`src/rtl/jit_pkg.sv`:
```
// Shared constants and types for the JIT template emitter: patch modes,
// sequencer states and the template ROM sentinel.
`timescale 1ns/1ps
package jit_pkg;
  localparam int IDX_W_DEF  = 7;
  localparam int CNT_W_DEF  = 4;
  localparam int ADDR_W_DEF = 32;

  localparam logic [1:0] PM_NONE  = 2'd0;
  localparam logic [1:0] PM_IMM12 = 2'd1;
  localparam logic [1:0] PM_BR24  = 2'd2;

  typedef enum logic [1:0] {
    IDLE = 2'd0,
    EMIT = 2'd1,
    DONE = 2'd2
  } state_t;

  localparam logic [31:0] TPL_UNMAPPED = 32'hFFFF_FFFF;
  localparam logic [31:0] ARM_PC_BIAS  = 32'd8;
endpackage

```
`src/rtl/jit_patch_unit.sv`:
```
// Combinational patcher: inserts a 12-bit immediate or a PC-relative
// 24-bit branch word offset into a template word.
`timescale 1ns/1ps
import jit_pkg::*;

module jit_patch_unit #(
  parameter int ADDR_W = ADDR_W_DEF
) (
  input  logic [31:0]       rom_word,
  input  logic [1:0]        mode,
  input  logic [11:0]       imm,
  input  logic [ADDR_W-1:0] target,
  input  logic [ADDR_W-1:0] addr,
  output logic [31:0]       patched
);

  // ARM reads PC as the instruction address plus 8; offset is in words.
  function automatic logic [23:0] br24_offset(input logic [ADDR_W-1:0] tgt,
                                              input logic [ADDR_W-1:0] pc);
    logic [ADDR_W-1:0] diff;
    logic [ADDR_W-1:0] shifted;
    diff    = tgt - (pc + ADDR_W'(ARM_PC_BIAS));
    shifted = ADDR_W'($signed(diff) >>> 2);
    return shifted[23:0];
  endfunction

  // Select the patch form; reserved mode passes the template through.
  always_comb begin
    patched = rom_word;
    case (mode)
      PM_IMM12: patched = {rom_word[31:12], imm};
      PM_BR24:  patched = {rom_word[31:24], br24_offset(target, addr)};
      default:  patched = rom_word;
    endcase
  end

endmodule

```
`src/rtl/jit_emit_seq.sv`:
```
// Template run sequencer: walks consecutive ROM indices for one bytecode,
// patches at most one word and streams words with code addresses.
`timescale 1ns/1ps
import jit_pkg::*;

module jit_emit_seq #(
  parameter int IDX_W  = IDX_W_DEF,
  parameter int CNT_W  = CNT_W_DEF,
  parameter int ADDR_W = ADDR_W_DEF
) (
  input  logic              clk,
  input  logic              rst,
  input  logic              base_load,
  input  logic [ADDR_W-1:0] base_addr,
  input  logic              req_valid,
  output logic              req_ready,
  input  logic [IDX_W-1:0]  req_first,
  input  logic [CNT_W-1:0]  req_count,
  input  logic [1:0]        req_pmode,
  input  logic [CNT_W-1:0]  req_pidx,
  input  logic [11:0]       req_imm,
  input  logic [ADDR_W-1:0] req_target,
  output logic [IDX_W-1:0]  rom_addr,
  input  logic [31:0]       rom_data,
  output logic              out_valid,
  input  logic              out_ready,
  output logic [31:0]       out_data,
  output logic [ADDR_W-1:0] out_addr,
  output logic              done,
  output logic              err
);

  state_t            state_r, state_s;
  logic [ADDR_W-1:0] cnt_r, cnt_s;
  logic [CNT_W-1:0]  pos_r, pos_s;
  logic [CNT_W-1:0]  last_r, last_s;
  logic [1:0]        pmode_r, pmode_s;
  logic [CNT_W-1:0]  pidx_r, pidx_s;
  logic [11:0]       imm_r, imm_s;
  logic [ADDR_W-1:0] target_r, target_s;
  logic [IDX_W-1:0]  rom_addr_r, rom_addr_s;
  logic              out_valid_r, out_valid_s;
  logic [31:0]       out_data_r, out_data_s;
  logic [ADDR_W-1:0] out_addr_r, out_addr_s;
  logic              done_r, done_s;
  logic              err_r, err_s;
  logic              req_ready_r, req_ready_s;
  logic [1:0]        patch_mode_s;
  logic [31:0]       patched_s;
  logic              can_cap_s;

  // Only the selected position of the run receives the patch.
  always_comb begin
    patch_mode_s = PM_NONE;
    if (pos_r == pidx_r) begin
      patch_mode_s = pmode_r;
    end else begin
      patch_mode_s = PM_NONE;
    end
  end

  jit_patch_unit #(.ADDR_W(ADDR_W)) u_patch (
    .rom_word (rom_data),
    .mode     (patch_mode_s),
    .imm      (imm_r),
    .target   (target_r),
    .addr     (cnt_r),
    .patched  (patched_s)
  );

  // Next-state and next-output computation for the sequencer FSM.
  always_comb begin
    state_s     = state_r;
    cnt_s       = cnt_r;
    pos_s       = pos_r;
    last_s      = last_r;
    pmode_s     = pmode_r;
    pidx_s      = pidx_r;
    imm_s       = imm_r;
    target_s    = target_r;
    rom_addr_s  = rom_addr_r;
    out_data_s  = out_data_r;
    out_addr_s  = out_addr_r;
    done_s      = 1'b0;
    err_s       = err_r;
    req_ready_s = req_ready_r;
    can_cap_s   = !out_valid_r || out_ready;

    // A word accepted this cycle leaves the output register.
    if (out_valid_r && out_ready) begin
      out_valid_s = 1'b0;
    end else begin
      out_valid_s = out_valid_r;
    end

    case (state_r)
      IDLE: begin
        if (base_load) begin
          cnt_s = base_addr & ~ADDR_W'(3);
        end else if (req_valid) begin
          pmode_s     = req_pmode;
          pidx_s      = req_pidx;
          imm_s       = req_imm;
          target_s    = req_target;
          rom_addr_s  = req_first;
          pos_s       = {CNT_W{1'b0}};
          last_s      = (req_count == {CNT_W{1'b0}}) ? {CNT_W{1'b0}}
                                                     : req_count - CNT_W'(1);
          req_ready_s = 1'b0;
          state_s     = EMIT;
        end else begin
          state_s = IDLE;
        end
      end
      EMIT: begin
        if (can_cap_s) begin
          if (rom_data == TPL_UNMAPPED) begin
            err_s   = 1'b1;
            state_s = DONE;
          end else begin
            out_valid_s = 1'b1;
            out_data_s  = patched_s;
            out_addr_s  = cnt_r;
            cnt_s       = cnt_r + ADDR_W'(4);
            pos_s       = pos_r + CNT_W'(1);
            rom_addr_s  = rom_addr_r + IDX_W'(1);
            if (pos_r == last_r) begin
              state_s = DONE;
            end else begin
              state_s = EMIT;
            end
          end
        end else begin
          state_s = EMIT;
        end
      end
      DONE: begin
        if (can_cap_s) begin
          done_s      = 1'b1;
          req_ready_s = 1'b1;
          state_s     = IDLE;
        end else begin
          state_s = DONE;
        end
      end
      default: begin
        req_ready_s = 1'b1;
        state_s     = IDLE;
      end
    endcase
  end

  // State and output registers with synchronous reset.
  always_ff @(posedge clk) begin
    if (rst) begin
      state_r     <= IDLE;
      cnt_r       <= {ADDR_W{1'b0}};
      pos_r       <= {CNT_W{1'b0}};
      last_r      <= {CNT_W{1'b0}};
      pmode_r     <= PM_NONE;
      pidx_r      <= {CNT_W{1'b0}};
      imm_r       <= 12'd0;
      target_r    <= {ADDR_W{1'b0}};
      rom_addr_r  <= {IDX_W{1'b0}};
      out_valid_r <= 1'b0;
      out_data_r  <= 32'd0;
      out_addr_r  <= {ADDR_W{1'b0}};
      done_r      <= 1'b0;
      err_r       <= 1'b0;
      req_ready_r <= 1'b1;
    end else begin
      state_r     <= state_s;
      cnt_r       <= cnt_s;
      pos_r       <= pos_s;
      last_r      <= last_s;
      pmode_r     <= pmode_s;
      pidx_r      <= pidx_s;
      imm_r       <= imm_s;
      target_r    <= target_s;
      rom_addr_r  <= rom_addr_s;
      out_valid_r <= out_valid_s;
      out_data_r  <= out_data_s;
      out_addr_r  <= out_addr_s;
      done_r      <= done_s;
      err_r       <= err_s;
      req_ready_r <= req_ready_s;
    end
  end

  assign req_ready = req_ready_r;
  assign rom_addr  = rom_addr_r;
  assign out_valid = out_valid_r;
  assign out_data  = out_data_r;
  assign out_addr  = out_addr_r;
  assign done      = done_r;
  assign err       = err_r;

endmodule

```
`config.mk`:
```
export PLATFORM = sky130hd
export DESIGN_NAME = jit_emit_seq
export DESIGN_NICKNAME = d
export VERILOG_FILES = /design/src/rtl/jit_pkg.sv /design/src/rtl/jit_patch_unit.sv /design/src/rtl/jit_emit_seq.sv
export SDC_FILE = /design/constraint.sdc
export NUM_CORES = 1
export LEC_CHECK = 0
export ABC_AREA = 1
export ABC_CLOCK_PERIOD_IN_PS = 2700
export CAP_MARGIN = 10
export CORE_MARGIN = 3
export CORE_UTILIZATION = 35
export DETAILED_ROUTE_END_ITERATION = 10
export SLEW_MARGIN = 15
export SYNTH_ARGS = -nofsm -noshare
export SYNTH_HDL_FRONTEND = slang
export SYNTH_SLANG_ARGS = --single-unit
```
`constraint.sdc`:
```
create_clock -name clk -period 2.7 [get_ports clk]
set_input_delay 0.81 -clock clk [delete_from_list [all_inputs] [get_ports clk]]
set_output_delay 0.81 -clock clk [all_outputs]
set_load 0.1 [all_outputs]
```
==> flow_metrics.tcl, run 1 <==
set metrics [dict create \
    end_kind "flop" \
    h-tree-depth 4 \
    critical_path_class "input port to flop" \
    synth_commonest_cells "nand2_1, inv_1, nor2_1" \
    io_pins 205 \
    dp.cells 2102 \
    ys_warn_count 0 \
    timing.rr.start "cnt_r[2]$_SDFFE_PP0P_" \
    timing.fmax_mhz 409 \
    dr.first_iter.drc_count 699 \
    async_flop_share_pct 0 \
    core_mm2 0.0271 \
    clk_pin_slew_ps 70 \
    nNetsFinal 1931 \
    drv_slew 0 \
    cts_tree "built" \
    skew_ps 22.7 \
    grt_pass1_vias 9761 \
    netlist_area_mm2 0.00969 \
    post-route-drc-count 0 \
    placed_cell_area_mm2 0.0120 \
    cts_num_sinks 156 \
    synth_cell_types 39 \
    grt_max_degree 101 \
    worst-slew-pin-transition_ps 650 \
    grt_overflow 0 \
    synthXorXnorAreaFrac_pct 1.45 \
    endpoint "cnt_r[14]$_SDFFE_PP0P_" \
    start_util_pct 35.8 \
    seqPwrFrac_pct 32.8 \
    pwr-share-clk_pct 30.8 \
    globalplace.congestion 0.928 \
    synth_top_area_share_pct 32.2 \
    die_area_mm2 0.0297 \
    rows 60 \
    area_delta_synth_final_pct 30.1 \
    hold_viol 0 \
    switching_share_pct 41.5 \
    die_height_um 172 \
    reg2reg_depth 12 \
    ys_seq_elements 156 \
    fin_crit_sh_pct 90.5 \
    reg2reg_to "out_data[13]$_SDFFE_PP0P_" \
    status "finished, final reports clean" \
    track_usage_pct 21.8 \
    finalNonFillerCells 2134 \
    die_w_um 172 \
    crit_start "rom_data[3]" \
    seq_area_frac_synth_pct 32.2 \
    setup_viol 0 \
    cp-start-kind "input port" \
    grt_antenna_before_repair 1 \
    power_frac_comb_pct 36.3 \
    avgSynthCellArea_um2 6.22 \
    synthSimpleGateAreaFrac_pct 32.4 \
    cts_buffers 17 \
    synth_edf_count 0 \
    drive_gt1_share_pct 10.2 \
    cts_setup_buffers 0 \
    r2r_slack_ps 330 \
    cts_buffer_depth 2 \
    synth_top_area_cell "dfxtp_1" \
    p_switching_mw 3.31 \
    wl_um 31800 \
    peakVddDrop_mv 0.372 \
    drtPass1Iterations 5 \
    grt_setup_unrepaired "false" \
    hpwl_um 24500 \
    synth_top_family_by_area "simple AND/OR/NAND/NOR gates" \
    synthMuxAreaShare_pct 0 \
    hp-class "flop to flop" \
    cts-root-buf "clkbuf_16" \
    fin_setup_tns_ps 0 \
    io_buffers 193 \
    yosysMostFrequentCell "nand2_1" \
    clock_latency_ps 440 \
    max_cap_violations 0 \
    crit_required_ps 3010 \
    wl_per_cell_um 14.9 \
    post_synth_fa_ha_maj_area_fraction_pct 6.79 \
    antenna_cells 0 \
    synthFlopType "dfxtp_1" \
    power.internal_mw 4.67 \
    ant_nets 0 \
    via_per_inst 4.80 \
    power_density_mw_per_mm2 633 \
    cp.arrival_ps 2760 \
    synth_cells 1559 \
    fin_crit_ps 2440 \
    grt_pass1_wl_um 51200 \
    synth_compound_area_share_pct 15.7 \
    p_leak_nw 5.67 \
    cp_max_fo 17 \
    final_design_area_no_fill_mm2 0.0126 \
    synthTopCellsByArea "dfxtp_1, nand2_1, a21oi_1" \
    slew_headroom_pct 56.7 \
    vias 10200 \
]
==> flip-flops by register name (all words and copies together) (netlist names), 2 cells and up <==
name and cells:
target_r 25, pidx_r 4, last_r 4, out_addr 30
pos_r 4, rom_addr 7, out_data 32, state_r 2
pmode_r 2, cnt_r 30, imm_r 12
==> metal layers <==
metal  share of wire [%]  vias to the layer above  track usage [%]
met5               0.044                        -                0
met4                 1.1                        2             4.37
met3                 4.9                       20             3.93
met2                  47                      219             36.4
met1                  47                     4640             29.5
li1                    -                     5353                -
==> worst min-delay path by stage <==
| stage | startpoint | end | slack [ps] | cells after the start |
|---|---|---|---|---|
| after detailed placement | pmode_r[1]$_SDFFE_PP0P_ | pmode_r[1]$_SDFFE_PP0P_ | 450 | 2 |
| after global routing | imm_r[7]$_SDFFE_PP0P_ | imm_r[7]$_SDFFE_PP0P_ | 480 | 2 |
| after floorplan | imm_r[5]$_SDFFE_PP0P_ | imm_r[5]$_SDFFE_PP0P_ | 420 | 2 |
| after CTS | pmode_r[1]$_SDFFE_PP0P_ | pmode_r[1]$_SDFFE_PP0P_ | 460 | 2 |
| after global placement | imm_r[5]$_SDFFE_PP0P_ | imm_r[5]$_SDFFE_PP0P_ | 440 | 2 |
| final | target_r[4]$_SDFFE_PP0P_ | target_r[4]$_SDFFE_PP0P_ | 460 | 2 |
==> through the flow <==
stage	setup slack, ps	hold slack (ps)	total power, mW	util (%)
after floorplan	591	425	4.69	-
after global placement	-182	440	5.54	44.3
after detailed placement	-164	446	5.56	44.3
after CTS	169	458	8.05	46.5
after global routing	57.1	478	8.53	46.5
final	256	459	7.98	46.5
==> area by class of cell <==
| type | count | area, µm² |
|---|---|---|
| well taps | 372 | 465 |
| inverters | 211 | 796 |
| multi-input cells | 1127 | 5470 |
| flip-flops and latches | 156 | 3120 |
| repair buffers | 236 | 2150 |
| fillers | 2878 | 14500 |
| clock inverters | 15 | 176 |
| clock buffers | 17 | 425 |
==> critical path: stages <==
cell	delay, ps
clkdlybuf4s50_1	470
nand2_1	60
nor2_1	200
buf_4	150
nand2_1	40
nor2_1	80
buf_4	140
nand3_1	130
nand3_2	200
inv_2	200
o21ai_0	190
nor2_1	60
==> what timing repair did <==
item / 4_1_cts / 5_1_grt
hold buffers: 0 / 0
setup endpoints to repair: 0 / 6
gates resized for setup: 0 / 3
==> cells in the final DEF, fill, tap and decap left out, types with 2 or more instances in the layout <==
master,count
a21oi_1,167
and2_1,4
buf_12,7
buf_4,109
clkbuf_16,17
clkdlybuf4s50_1,119
clkinv_8,5
clkinvlp_4,3
conb_1,2
dfxtp_1,155
ha_1,51
inv_1,201
inv_2,9
inv_6,3
inv_8,4
nand2_1,440
nand3_1,90
nand3_2,4
nand3b_1,7
nand4_1,18
nor2_1,170
nor2_2,7
nor2_4,3
nor3_1,6
o211ai_1,2
o21ai_0,108
o21ai_1,15
o31ai_1,2
or2_2,4
xnor2_1,12
xor2_1,4
==> logic make-up (layout without fill, tap and decap cells) <==
| logic type | after synthesis | in the layout |
|---|---|---|
| and+or+nand+nor | 758 | 758 |
| AOI/OAI and AO/OA | 299 | 299 |
| buffers and inverters | 277 | 479 |
| DFF | 156 | 156 |
| adders and majority gates | 52 | 52 |
| xor gates and xnor gates | 16 | 16 |
| other | 1 | 2 |
==> power by group through the flow <==
stage / sequential (mW) / clock (mW) / combinational (mW)
3_5_place_dp: 2.67 / 0 / 2.89
4_1_cts: 2.62 / 2.52 / 2.91
5_1_grt: 2.64 / 2.63 / 3.26
2_1_floorplan: 3.14 / 0 / 1.55
3_3_place_gp: 2.67 / 0 / 2.88
6_report: 2.62 / 2.46 / 2.90
Note: power is estimated with default switching activity, not from simulation.
==> run 2: changes to the inputs <==
--- a/config.mk
+++ b/config.mk
@@ -6,7 +6,7 @@
 export NUM_CORES = 1
 export LEC_CHECK = 0
 export ABC_AREA = 1
-export ABC_CLOCK_PERIOD_IN_PS = 2700
+export ABC_CLOCK_PERIOD_IN_PS = 2300
 export CAP_MARGIN = 10
 export CORE_MARGIN = 3
 export CORE_UTILIZATION = 35
==> constraint.sdc (replaced) <==
create_clock -name clk -period 2.3 [get_ports clk]
set_input_delay 0.69 -clock clk [delete_from_list [all_inputs] [get_ports clk]]
set_output_delay 0.69 -clock clk [all_outputs]
set_load 0.1 [all_outputs]
==> flow_metrics.tcl, run 2 (same netlist as run 1, synthesis figures left out) <==
set metrics [dict create \
    status "finished, final reports clean" \
    antenna_cells 0 \
    mostFrequentLayoutCells "nand2_1, inv_1, a21oi_1" \
    timing.fmax_mhz 456 \
    largest_register_ffs 32 \
    skew_ps 21.2 \
    dp.cells 2149 \
    wl_um 32700 \
    worst-slew-pin-transition_ps 680 \
    multiInputGateArea_mm2 0.00565 \
    h-tree-depth 4 \
    grt_antenna_before_repair 1 \
    cts_buffers 17 \
    end_kind "flop" \
    crit_required_ps 2610 \
    slew_headroom_pct 54.7 \
    die_height_um 172 \
    hp-class "flop to flop" \
    post-route-drc-count 0 \
    p_leak_nw 5.93 \
    placed_cell_area_mm2 0.0124 \
    critical-path-max-stage-delay_ps 480 \
    grt_pass1_wl_um 50700 \
    cts_setup_buffers 0 \
    drv_slew 0 \
    globalplace.congestion 0.899 \
    critical_path_class "input port to flop" \
    clock_latency_ps 440 \
    cp-start-kind "input port" \
    seqCellArea_mm2 0.00313 \
    grt_max_degree 59 \
    nNetsFinal 1978 \
    area_delta_synth_final_pct 36.3 \
    drive_gt1_share_pct 15.0 \
    layout_commonest_cell "nand2_1" \
    drtPass1Iterations 7 \
    fillCellCount 2786 \
    rows 60 \
    grt_pass1_vias 10000 \
    hpwl_um 25100 \
    ant_nets 0 \
    final_util_pct 48.7 \
    io_buffers 193 \
    track_usage_pct 21.6 \
    reg2reg_depth 12 \
    die_w_um 172 \
    hold_depth 2 \
    hold_viol 0 \
    fin_crit_sh_pct 95.3 \
    io_pins 205 \
    setup_viol 0 \
    cp_max_fo 17 \
    dr.first_iter.drc_count 574 \
    cts_tree "built" \
    start_util_pct 35.8 \
    cp.arrival_ps 2500 \
    slowest_stage "clkdlybuf4s50_1" \
    core_mm2 0.0271 \
    max_cap_violations 0 \
    final_design_area_no_fill_mm2 0.0132 \
    finalNonFillerCells 2181 \
    cts_buffer_depth 2 \
    via_per_inst 4.80 \
    wl_per_cell_um 15.0 \
    power_density_mw_per_mm2 742 \
    worstPathCellList "clkdlybuf4s50_1 -> nand2_1 -> nor2_2 -> buf_4 -> nand2_1 -> nor2_1 -> buf_4 -> nand3_2 -> nand3_2 -> buf_12 -> inv_4 -> o21ai_0 -> nor2_1" \
    clk_pin_slew_ps 60 \
    fin_crit_ps 2190 \
    peakVddDrop_mv 0.387 \
    vias 10500 \
    cts_num_sinks 156 \
    cts-root-buf "clkbuf_16" \
    grt_setup_unrepaired "true" \
    grt_overflow 0 \
    die_area_mm2 0.0297 \
]
==> run 2: metrics by stage <==
step | power [mW] | TNS, ps | setup slack (ps) | hold slack [ps]
after floorplan | 5.50 | 0 | 191 | 425
after global placement | 6.65 | -27290 | -415 | 438
after detailed placement | 6.68 | -30500 | -443 | 438
after CTS | 9.72 | 0 | 5.67 | 452
after global routing | 10.4 | -22.4 | -7.77 | 469
final | 9.80 | 0 | 108 | 456
==> run 2: cell type report <==
cell class | count | area share (%)
timing repair buffer | 283 | 19.3
clock buffer | 17 | 3.22
inverter | 211 | 6.02
sequential | 156 | 23.7
tap | 372 | 3.52
multi-input combinational | 1127 | 42.8
clock inverter | 15 | 1.44
==> run 2: power by group <==
part           switching [mW]  internal [mW]  total [mW]  leakage (nW)
Combinational            2.41           1.31        3.72          4.35
Sequential              0.150           2.90        3.05          1.28
Clock                    1.36           1.66        3.03         0.300
==> run 2: worst max-delay path: cells and delay by family <==
kind,cells,cell delay (ps)
AOI/OAI and AO/OA,1,180
buffers and inverters,5,980
and+or+nand+nor,7,640
==> run 2: repair_timing <==
item	in CTS	in global routing
hold buffers	0	0
pin swaps	0	1
resized for setup	1	57
endpoints found under the hold margin	0	0
endpoints found under the setup margin	3	60
==> run 2: worst paths after layout <==
check                                               from                        to  slack [ps]
worst min register to register  target_r[5]$_SDFFE_PP0P_  target_r[5]$_SDFFE_PP0P_         460
worst min-delay path            target_r[5]$_SDFFE_PP0P_  target_r[5]$_SDFFE_PP0P_         460
worst max register to register     cnt_r[5]$_SDFFE_PP0P_  out_data[4]$_SDFFE_PP0P_         110
worst max-delay path                         rom_data[3]    cnt_r[20]$_SDFFE_PP0P_         110
==> run 2: metal layers <==
| metal | global-route usage [%] | routed length, µm | vias to the layer above |
|---|---|---|---|
| li1 | - | - | 5431 |
| met1 | 28.6 | 15000 | 4748 |
| met2 | 36.9 | 15500 | 260 |
| met3 | 3.70 | 1740 | 35 |
| met4 | 4.58 | 433 | 2 |
| met5 | 0 | 20 | - |
==> run 3: changes to the inputs <==
--- a/config.mk
+++ b/config.mk
@@ -8,9 +8,13 @@
 export ABC_AREA = 1
 export ABC_CLOCK_PERIOD_IN_PS = 2300
 export CAP_MARGIN = 10
+export CELL_PAD_IN_SITES_DETAIL_PLACEMENT = 1
+export CELL_PAD_IN_SITES_GLOBAL_PLACEMENT = 1
 export CORE_MARGIN = 3
 export CORE_UTILIZATION = 35
 export DETAILED_ROUTE_END_ITERATION = 10
+export HOLD_SLACK_MARGIN = 0.05
+export PLACE_DENSITY_LB_ADDON = 0.1
 export SLEW_MARGIN = 15
 export SYNTH_ARGS = -nofsm -noshare
 export SYNTH_HDL_FRONTEND = slang
==> flow_metrics.tcl, run 3 (same netlist as run 1, synthesis figures left out) <==
set metrics [dict create \
    status "finished, final reports clean" \
    setup_viol 0 \
    power_density_mw_per_mm2 738 \
    cts_tree "built" \
    ant_nets 0 \
    cts_hold_buf 0 \
    die_area_mm2 0.0297 \
    max_cap_violations 0 \
    crit_required_ps 2630 \
    hp-class "flop to flop" \
    io_buffers 193 \
    layout_commonest_cell "nand2_1" \
    cp.arrival_ps 2590 \
    post-route-drc-count 0 \
    core_mm2 0.0271 \
    area_delta_synth_final_pct 38.7 \
    cp_max_fo 17 \
    drtPass1Iterations 5 \
    slew_headroom_pct 53.1 \
    via_per_inst 4.94 \
    hold_viol 0 \
    grt_overflow 0 \
    grt_setup_unrepaired "true" \
    slowest_stage "clkdlybuf4s50_1" \
    timing.fmax_mhz 442 \
    die_w_um 172 \
    wl_per_cell_um 16.8 \
    drive_gt1_share_pct 16.8 \
    grt_max_degree 101 \
    critical_path_class "input port to flop" \
    grt_pass1_wl_um 57000 \
    grt_antenna_before_repair 1 \
    start_util_pct 35.8 \
    hpwl_um 28100 \
    wl_um 37000 \
    drv_slew 0 \
    cts_buffers 17 \
    fin_crit_sh_pct 98.4 \
    h-tree-depth 4 \
    clk_pin_slew_ps 70 \
    dr.first_iter.drc_count 538 \
    largest_register_ffs 32 \
    fin_setup_tns_ps 0 \
    skew_ps 16.0 \
    cts-root-buf "clkbuf_16" \
    globalplace.congestion 0.906 \
    nNetsFinal 1996 \
    fin_crit_ps 2260 \
    die_height_um 172 \
    critical-path-max-stage-delay_ps 480 \
    mostFrequentLayoutCells "nand2_1, inv_1, buf_4" \
    io_pins 205 \
    worstPathCellList "clkdlybuf4s50_1 -> nand2_1 -> nor2_2 -> nand2_4 -> nor3_4 -> nand3_2 -> nand3_4 -> inv_4 -> o21ai_0 -> nor2_1" \
    p_leak_nw 6.10 \
    cts_buffer_depth 2 \
    vias 10900 \
    worst-slew-pin-transition_ps 704 \
    end_kind "flop" \
    grt_pass1_vias 11200 \
    cp-start-kind "input port" \
    track_usage_pct 24.2 \
    cts_num_sinks 156 \
    clock_latency_ps 440 \
    fillCellCount 3570 \
    peakVddDrop_mv 0.431 \
    rows 60 \
    final_util_pct 49.6 \
]
## run 3: cell count changes in the layout (fill, tap and decap cells not counted), moves of 3 or more
| cell | previous run | this run |
|---|---|---|
| clkdlybuf4s50_1 | 119 | 113 |
| dfxtp_1 | 149 | 146 |
| o21ai_1 | 20 | 29 |
| buf_4 | 153 | 168 |
| nand2_2 | 4 | 11 |
| dfxtp_2 | 7 | 10 |
| nor2_4 | 3 | 7 |
| nand2_1 | 436 | 427 |
| dlymetal6s2s_1 | 0 | 6 |
| o21ai_0 | 102 | 94 |
| buf_6 | 0 | 3 |
## run 3: report_power, final
| group | internal [mW] | switching [mW] | total (mW) | leakage (nW) |
|---|---|---|---|---|
| combinational | 1.44 | 2.56 | 4.00 | 4.54 |
| sequential | 2.91 | 0.155 | 3.06 | 1.28 |
| clock | 1.45 | 1.41 | 2.85 | 0.279 |
| total | 5.79 | 4.12 | 9.91 | 6.10 |
## run 3: metal layers
| metal | vias to the layer above | track usage (%) | wire, µm |
|---|---|---|---|
| met5 | - | 0 | 10 |
| met4 | 2 | 7.19 | 871 |
| met2 | 191 | 42.8 | 18400 |
| met1 | 5159 | 30.2 | 16400 |
| met3 | 46 | 3.91 | 1300 |
| li1 | 5468 | - | - |
## run 3: worst paths after layout
path | slack, ps | end | cells past startpoint | start
setup / recovery | 40 | cnt_r[16]$_SDFFE_PP0P_ | 10 | rom_data[25]
hold reg to reg | 460 | target_r[23]$_SDFFE_PP0P_ | 2 | target_r[23]$_SDFFE_PP0P_
hold / removal | 460 | target_r[23]$_SDFFE_PP0P_ | 2 | target_r[23]$_SDFFE_PP0P_
setup reg to reg | 100 | out_data[19]$_SDFFE_PP0P_ | 11 | cnt_r[13]$_SDFFE_PP0P_
## run 3: metrics by stage
stage	power (mW)	worst slack [ps]	hold slack (ps)	area, µm²	instances
finish	9.91	36.9	461	13400	2200
CTS	9.74	13.9	462	13100	2195
floorplan	5.50	191	425	9700	1560
detailed placement	6.84	-557	452	12500	2163
global route	10.5	-38.9	475	13400	2199
global placement	6.75	-553	441	12500	2163
## run 3: layout make-up
type | count | area [µm²] | area share [%]
multi-input combinational | 1127 | 5750 | 42.8
timing repair buffer | 301 | 2720 | 20.2
clock buffer | 17 | 425 | 3.17
inverter | 211 | 795 | 5.91
sequential | 156 | 3140 | 23.3
tap | 372 | 465 | 3.46
antenna | 1 | 2.50 | 0.0186
clock inverter | 15 | 151 | 1.13
## run 3: timing repair
| action | CTS | global route |
|---|---|---|
| setup endpoints to repair | 42 | 88 |
| resized for setup | 8 | 91 |
| cloned | 0 | 3 |
| pin swaps | 0 | 11 |
| buffers inserted | 0 | 1 |
## run 3: worst max-delay path, delay by kind of cell
| family | cells | cell delay, ps |
|---|---|---|
| AND/OR/NAND/NOR | 7 | 1060 |
| buffers and inverters | 2 | 640 |
| AO/OA/AOI/OAI | 1 | 190 |
